### config.mk
export PLATFORM = sky130hd
export DESIGN_NAME = io_input_port
export DESIGN_NICKNAME = d
export VERILOG_FILES = /design/src/rtl/io_map_pkg.sv /design/src/rtl/io_debounce.sv /design/src/rtl/io_input_port.sv
export SDC_FILE = /design/constraint.sdc
export NUM_CORES = 1
export LEC_CHECK = 0
export CAP_MARGIN = 20
export CORE_ASPECT_RATIO = 1.5
export CORE_MARGIN = 3
export CORE_UTILIZATION = 57
export CTS_CLUSTER_DIAMETER = 80
export DETAILED_ROUTE_END_ITERATION = 10
export PLACE_DENSITY = 0.78
export REMOVE_ABC_BUFFERS = 1
export SLEW_MARGIN = 30
export SYNTH_ARGS = -nofsm -noshare
export SYNTH_HDL_FRONTEND = slang
export SYNTH_SLANG_ARGS = --single-unit
### constraint.sdc
create_clock -name io_clk -period 2.5 [get_ports io_clk]
set_clock_uncertainty 0.05 [all_clocks]
set_input_delay 0.375 -clock io_clk [delete_from_list [all_inputs] [get_ports io_clk]]
set_output_delay 0.375 -clock io_clk [all_outputs]
set_load 0.005 [all_outputs]
### src/rtl/io_map_pkg.sv
// Shared data-memory I/O map: word-select codes (addr[7:2]) for the input and
// output port blocks, plus the input-port debounce default.
package io_map_pkg;

  typedef logic [31:0] io_word_t;
  typedef logic [5:0]  io_sel_t;

  // Output-port side of the same map, kept here so both directions stay disjoint.
  localparam io_sel_t IO_OUT0_ADDR    = 6'b100000;  // 0x80
  localparam io_sel_t IO_OUT1_ADDR    = 6'b100001;  // 0x84
  localparam io_sel_t IO_OUT2_ADDR    = 6'b100010;  // 0x88

  localparam io_sel_t IO_IN0_ADDR     = 6'b110000;  // 0xC0
  localparam io_sel_t IO_IN1_ADDR     = 6'b110001;  // 0xC4
  localparam io_sel_t IO_IN2_ADDR     = 6'b110010;  // 0xC8
  localparam io_sel_t IO_IN_STAT_ADDR = 6'b110011;  // 0xCC

  localparam int DEFAULT_DEBOUNCE_CYCLES = 16;

endpackage

### src/rtl/io_debounce.sv
// One 32-bit input word: two-flop synchroniser, whole-word debounce and a
// single-cycle chg pulse coincident with each stable-value update.
module io_debounce
  import io_map_pkg::*;
#(
  parameter int DEBOUNCE_CYCLES = DEFAULT_DEBOUNCE_CYCLES,
  parameter int CNT_W           = 16
) (
  input  logic     io_clk,
  input  logic     resetn,
  input  io_word_t din,
  output io_word_t stable,
  output logic     chg
);

  localparam logic [CNT_W-1:0] CNT_MAX = CNT_W'(DEBOUNCE_CYCLES - 1);

  io_word_t         sync_q1;
  io_word_t         sync_q2;
  io_word_t         cand;
  logic [CNT_W-1:0] cnt;
  logic             settled;

  // chg is decoded from registers only, so it is clean for the flag logic.
  assign settled = (sync_q2 == cand) && (cnt == CNT_MAX);
  assign chg     = settled && (cand != stable);

  always_ff @(posedge io_clk or negedge resetn) begin
    if (!resetn) begin
      sync_q1 <= '0;
      sync_q2 <= '0;
      cand    <= '0;
      stable  <= '0;
      cnt     <= '0;
    end else begin
      sync_q1 <= din;
      sync_q2 <= sync_q1;
      if (sync_q2 != cand) begin
        cand <= sync_q2;
        cnt  <= '0;
      end else if (cnt == CNT_MAX) begin
        if (cand != stable) stable <= cand;
      end else begin
        cnt <= cnt + CNT_W'(1);
      end
    end
  end

endmodule

### src/rtl/io_input_port.sv
// Memory-mapped input ports: three debounced words, sticky change flags and a
// registered CPU read. Define IO_INPUT_IRQ_EN to add the io_irq output.
module io_input_port
  import io_map_pkg::*;
#(
  parameter int DEBOUNCE_CYCLES = DEFAULT_DEBOUNCE_CYCLES,
  parameter int CNT_W           = 16
) (
  input  logic        io_clk,
  input  logic        resetn,
  input  logic [31:0] addr,
  input  logic        read_io_enable,
  input  logic [31:0] in_port0,
  input  logic [31:0] in_port1,
  input  logic [31:0] in_port2,
  output logic [31:0] io_read_data
`ifdef IO_INPUT_IRQ_EN
  ,
  output logic        io_irq
`endif
);

  io_word_t stable0, stable1, stable2;
  logic [2:0] chg;
  logic [2:0] flag_q;
  io_sel_t    word_sel;
  io_word_t   rd_mux;
  logic       stat_clear;
  logic       unused_addr_bits;

  assign word_sel         = addr[7:2];
  assign unused_addr_bits = ^{addr[31:8], addr[1:0]};

  io_debounce #(.DEBOUNCE_CYCLES(DEBOUNCE_CYCLES), .CNT_W(CNT_W)) u_deb0 (
    .io_clk(io_clk), .resetn(resetn), .din(in_port0), .stable(stable0), .chg(chg[0])
  );
  io_debounce #(.DEBOUNCE_CYCLES(DEBOUNCE_CYCLES), .CNT_W(CNT_W)) u_deb1 (
    .io_clk(io_clk), .resetn(resetn), .din(in_port1), .stable(stable1), .chg(chg[1])
  );
  io_debounce #(.DEBOUNCE_CYCLES(DEBOUNCE_CYCLES), .CNT_W(CNT_W)) u_deb2 (
    .io_clk(io_clk), .resetn(resetn), .din(in_port2), .stable(stable2), .chg(chg[2])
  );

  always_comb begin
    rd_mux = '0;
    case (word_sel)
      IO_IN0_ADDR:     rd_mux = stable0;
      IO_IN1_ADDR:     rd_mux = stable1;
      IO_IN2_ADDR:     rd_mux = stable2;
      IO_IN_STAT_ADDR: rd_mux = {29'b0, flag_q};
      default:         rd_mux = '0;
    endcase
  end

  // Read protocol: read_io_enable is a valid strobe with no ready (the port is
  // always ready); the decoded word is captured on the strobe edge and held in
  // io_read_data until the next strobe. A status read returns the old flags
  // and clears them on that same edge, but a coincident chg still sets its flag.
  assign stat_clear = read_io_enable && (word_sel == IO_IN_STAT_ADDR);

  always_ff @(posedge io_clk or negedge resetn) begin
    if (!resetn) begin
      io_read_data <= '0;
      flag_q       <= '0;
    end else begin
      if (read_io_enable) io_read_data <= rd_mux;
      flag_q <= (flag_q & ~{3{stat_clear}}) | chg;
    end
  end

`ifdef IO_INPUT_IRQ_EN
  always_ff @(posedge io_clk or negedge resetn) begin
    if (!resetn) io_irq <= 1'b0;
    else         io_irq <= |flag_q;
  end
`endif

endmodule

=== Yosys cells after proc, flatten, opt, wreduce, memory -nomap -nowiden ===
Cells that the tools add are included.

* Add/subtract/negate cells: 3
* Equality and inequality tests: 19
* Mux-type cells: 7
* Bitwise gates (word level): 6
* Reductions and logical operators: 10

{| class="wikitable"
|+ Operators with widths
! kind !! count
|-
| != test 32 bit || 6
|-
| case mux 32 bit (4 select lines) || 1
|-
| == test 32 bit || 3
|-
| two-way mux 16 bit || 6
|-
| adder 16 x 1 -> 16 bit, second input constant || 3
|-
| == test 16 x 4 -> 1 bit, second input constant || 3
|-
| == test 6 bit, second input constant || 4
|-
| AND reduction 3 bit || 3
|-
| logical AND 1 bit || 7
|-
| != test 2 bit, second input constant || 3
|-
| AND 3 bit || 1
|-
| inverter 1 bit || 3
|-
| inverter 3 bit || 1
|-
| bitwise OR 3 bit || 1
|}

* Register bits after elaboration: 467
* Input port bits: 131
* Output and inout port bits: 32
* Word-level logic and storage cells: 62

=== Depth between registers and ports, before layout ===
* Depth after elaboration: 5
* Mapped depth: 7
* Mapped depth without buffers: 6

=== Hierarchy ===
A second synthesis with hierarchy kept.

* Cells, all modules: 1277
* Area, all modules: 18147.4 um^2

{| class="wikitable"
|+ Modules (own cells, without submodules)
! module !! times used !! cells each !! area an instance (um^2) !! seq. area each (um^2)
|-
| io_debounce (u_deb0 ...) || 2 || 363 || 5325.1 || 3603.5
|-
| io_debounce (u_deb2) || 1 || 363 || 5342.6 || 3603.5
|-
| io_input_port || 1 || 188 || 2154.6 || 875.8
|}

=== Worst setup path after synthesis ===
No wires, ideal clock.

* Path type: reg-to-reg
* Start point: register u_deb2.cnt[0]
* End point: register u_deb2.stable[10]
* Setup time: 125 ps
* Arrival time: 1792 ps
* Required time: 2325 ps
* Setup slack: 533 ps
* Stages on the path, launching flop included: 8
* Buffers on the path: 1
* Clock period less this slack: 1967 ps
* Cell sequence: dfrtp_1 -> ha_1 -> and3_1 -> nand4_1 -> inv_1 -> o2111ai_4 -> buf_6 -> mux2_4

* Longest elaborated chain between the ends: 2

{| class="wikitable"
|+ Ends and longest elaborated chain
! what !! RTL line !! text
|-
| start, declared || io_debounce.sv:21 || <nowiki>logic [CNT_W-1:0] cnt;</nowiki>
|-
| start signal, assigned || io_debounce.sv:44 || <nowiki>cnt <= cnt + CNT_W'(1);</nowiki>
|-
| == test 16 x 4 -> 1 bit || io_debounce.sv:41 || <nowiki>end else if (cnt == CNT_MAX) begin</nowiki>
|-
| AND reduction 3 bit (no line) || -- ||
|-
| end signal, assigned || io_debounce.sv:42 || <nowiki>if (cand != stable) stable <= cand;</nowiki>
|-
| end, declared || io_debounce.sv:12 || <nowiki>output io_word_t stable,</nowiki>
|}

No other way between the ends.
A chain may end at the register's enable or synchronous reset.

=== Final worst setup path ===
* Start point: register u_deb0.cnt[12]
* End point: register u_deb0.stable[11]

* Longest elaborated chain between the ends: 2

{| class="wikitable"
|+ Ends and longest elaborated chain
! what !! RTL line
|-
| start, declared || io_debounce.sv:21
|-
| start signal, assigned || io_debounce.sv:44
|-
| == test 16 x 4 -> 1 bit || io_debounce.sv:41
|-
| AND reduction 3 bit (no line) || --
|-
| end signal, assigned || io_debounce.sv:42
|-
| end, declared || io_debounce.sv:12
|}

No other way between the ends.

==> results by group <==
Worst setup path
  • CP startpoint: u_deb0.cnt[12]
  • Critical Path RT: 2.87 ns
  • CP Data Arrival Time: 2.69 ns
  • Critical path class: flip-flop to flip-flop
  • Worst setup EP type: flip-flop
  • Worst setup endpoint: u_deb0.stable[11]
  • Setup slack, reg-to-reg: 0.18 ns
  • Reg2reg start: u_deb0.cnt[12]
  • Crit Path Max Fanout: 29
  • RR Endpoint: u_deb0.stable[11]
  • Reg2Reg Depth: 5
  • CP Launch Type: flip-flop

Timing
  • Slew @ Worst Pin: 0.696 ns
  • Crit share post-route: 0.930
  • Fmax: 0.430 GHz
  • Min setup slack post-route: 0.176 ns
  • RSZ-0062 raised after global routing: false
  • Hold Vio Cnt, Final: 0
  • Worst relative slew slack: 0.532
  • Tmin final: 2.32 ns
  • Final setup fails: 0
  • Max-slew violations: 0

Layout
  • Synthesis-to-layout area growth: 17.4%
  • Finished Core Util: 0.683
  • # diodes: 0
  • Layout cells sized above 1: 0.145
  • Nets: 1,513

GRT
  • Vias in the first global route: 10,532
  • Pin count of the biggest net entering global routing: 88
  • Remaining Overflow, GRT: 0
  • First-pass GRT wire length: 56,400 um
  • Total GRT Usage: 0.219
  • Initial antenna violation count: 0

Logic synthesis
  • Adder-cell share of the synthesized area: 0.00212
  • Post-Synth Simple-Gate Area: 0.0674
  • Yosys reg bits: 467
  • Post-synthesis mux area share: 0.0916
  • Sequential fraction of the synthesis area: 0.659
  • Synth Area in XOR/XNOR: 0.116
  • Synth Area in Compound Gates: 0.0237
  • Gate Count Post-Synth: 1,304
  • Yosys synthesis warning count: 0
  • Largest family of logic cells by synthesized area: XOR/XNOR gates
  • Syn_area_per_cell: 13.6 um2
  • Post-Syn Area: 17,700 um2
  • Post-synthesis cell type count: 32

Die
  • Placeable Area: 30,400 um2
  • IO Pins: 163
  • Die Wd: 150 um
  • FP Rows: 78
  • Die Y: 222 um
  • Die ar.: 33,300 um2
  • Initial Utilization: 0.582

Route
  • Drt first pass iters: 7
  • Vias per inst: 5.38
  • ANT nets after route: 0
  • Final wirelength: 35,400 um
  • Initial drt markers: 604
  • Vias post-DR: 9,746
  • Residual DRC: 0
  • Wirelength per Cell: 19.5 um

Place
  • Count of input and output buffers: 136
  • Pre-CTS setup slack: 0.134 ns
  • GPL Wtd Cong: 0.838
  • Dpl hpwl: 25,100 um

Clocking
  • Reg clk slew, reported paths: 0.07 ns
  • Num CTS Buffers: 42
  • Worst skew pair latency: 0.55 ns
  • Clock buffer depth: 3
  • Clock root buffer: clkbuf_16
  • CTS tree: done
  • H-tree Lvls: 2
  • # clock sinks: 467

Hold path
  • Hold path depth: 1
  • Hold/Removal Path Class: primary input to flip-flop

Power
  • P_int: 0.0121 W
  • Max rail drop VDD: 0.000606 V
  • Sw Share: 0.215
  • Pwr Density: 739 nW/um2
  • Clock power frac: 0.438
  • Leak pwr: 9.31 nW
  • Gate power share: 0.042
  • Sequential power share: 0.520
  • Switching pwr: 0.00330 W

Run status
  • Outcome: finished clean

Run
  • Max Cap Violations: 0
worst max-delay path, stage by stage (launching register included):
cell      delay [ns]
dfrtp_1         0.42
nor4_1          0.48
and4_1          0.36
o2111a_1        0.29
buf_12          0.23
mux2_2          0.36
cell type report:
cell class	count	area [um2]
Multi-Input combinational cell	671	5330
Tap cell	400	500
Inverter	38	143
Sequential cell	467	11700
Timing Repair Buffer	159	1670
Clock buffer	54	1200
Fill cell	2076	9640
Clock inverter	24	274
worst min path at each step:
stage / slack [ns] / from / endpoint
floorplan: 0.03 / resetn / flag_q[0]
global placement: 0.26 / resetn / u_deb2.sync_q1[24]
detailed placement: 0.26 / resetn / u_deb2.sync_q1[24]
CTS: 0.18 / in_port0[5] / u_deb0.sync_q1[5]
global route: 0.19 / in_port0[6] / u_deb0.sync_q1[6]
finish: 0.21 / in_port0[5] / u_deb0.sync_q1[5]
what timing repair did:
item | CTS | global route
gates resized for setup | 0 | 1
hold buffers | 1 | 0
buffers inserted | 0 | 0
setup endpoints to repair | 0 | 1
endpoints found under the hold margin | 39 | 0
per-layer routing:
layer,global-route usage,vias to the layer above,wire length (um),part of all wire
met1,0.257,4963,13400,0.38
met3,0.0325,93,1330,0.038
li1,-,4438,-,-
met5,0,-,0,0
met4,0.105,0,1790,0.051
met2,0.389,252,18900,0.53
cells by family (layout without fill, tap and decap cells):
family,after synthesis,after routing
adders and majority gates,3,3
and+or+nand+nor,234,234
DFF,467,467
buffers and inverters,166,275
xor gates and xnor gates,234,234
muxes,132,132
AOI/OAI and AO/OA,68,68
synthesized netlist by cell type:
cell type  count  area share
or2_2          1     0.00035
nand3b_1       1     0.00042
inv_1         38      0.0080
buf_6         11      0.0070
nor3_1         7      0.0020
buf_1          4     0.00085
o2111a_1       2      0.0013
and3_1         9      0.0032
nand3_1       15      0.0042
nand2_1       31      0.0066
o22ai_1       32       0.011
mux4_2         3      0.0038
nand2b_1       1     0.00035
nor2b_1        1     0.00035
a21o_1         2     0.00085
ha_1           3      0.0021
clkbuf_1     109       0.023
mux2_4        38       0.032
and4_2         1     0.00056
xnor2_1      114       0.056
o2111ai_4      1      0.0015
and4_1         3      0.0015
buf_2          4      0.0011
xor2_1       120       0.059
a21oi_1       31      0.0088
nand4_1       40       0.014
mux2_2        60       0.038
mux2i_1       31       0.018
dfrtp_1      467        0.66
nor4_1        39       0.014
nor4_4         2      0.0024
nor2_1        83       0.018
stage by stage:
step	cell area [um2]	instances	setup TNS [ns]	hold slack [ns]	power (W)
floorplan	17200	1176	-1.60	0.0294	0.00829
global placement	19300	1734	0	0.263	0.00876
detailed placement	19300	1734	0	0.264	0.00878
CTS	20800	1813	0	0.183	0.0155
global route	20800	1813	0	0.192	0.0159
finish	20800	1813	0	0.213	0.0154
power by group through the flow:
stage               clock [W]  sequential (W)  combinational, W
floorplan                   0         0.00807          0.000221
global placement            0         0.00812          0.000634
finish                0.00674         0.00799          0.000641
global route          0.00717         0.00802          0.000708
detailed placement          0         0.00814          0.000646
CTS                   0.00687         0.00800          0.000656
cell usage in the layout (no fill, tap or decap), types with 4 or more instances in the layout:
cell             synthesis  layout
clkbuf_1               109       5
bufinv_16                0       5
clkinv_2                 0      10
inv_1                   38      38
nand3_1                 15      15
o22ai_1                 32      32
nand2_1                 31      31
and3_1                   9       9
nor2_1                  83      83
mux2i_1                 31      31
clkbuf_16                0      45
clkinvlp_4               0       4
clkbuf_8                 0       4
nor3_1                   7       7
clkdlybuf4s50_1          0     134
a21oi_1                 31      31
buf_12                   0      11
dfrtp_1                467     467
xnor2_1                114     114
mux2_2                  60      60
nor4_1                  39      38
xor2_1                 120     120
mux2_4                  38      38
nand4_1                 40      40
buf_4                    0      11
No activity file was read; power rests on OpenSTA's default activity.
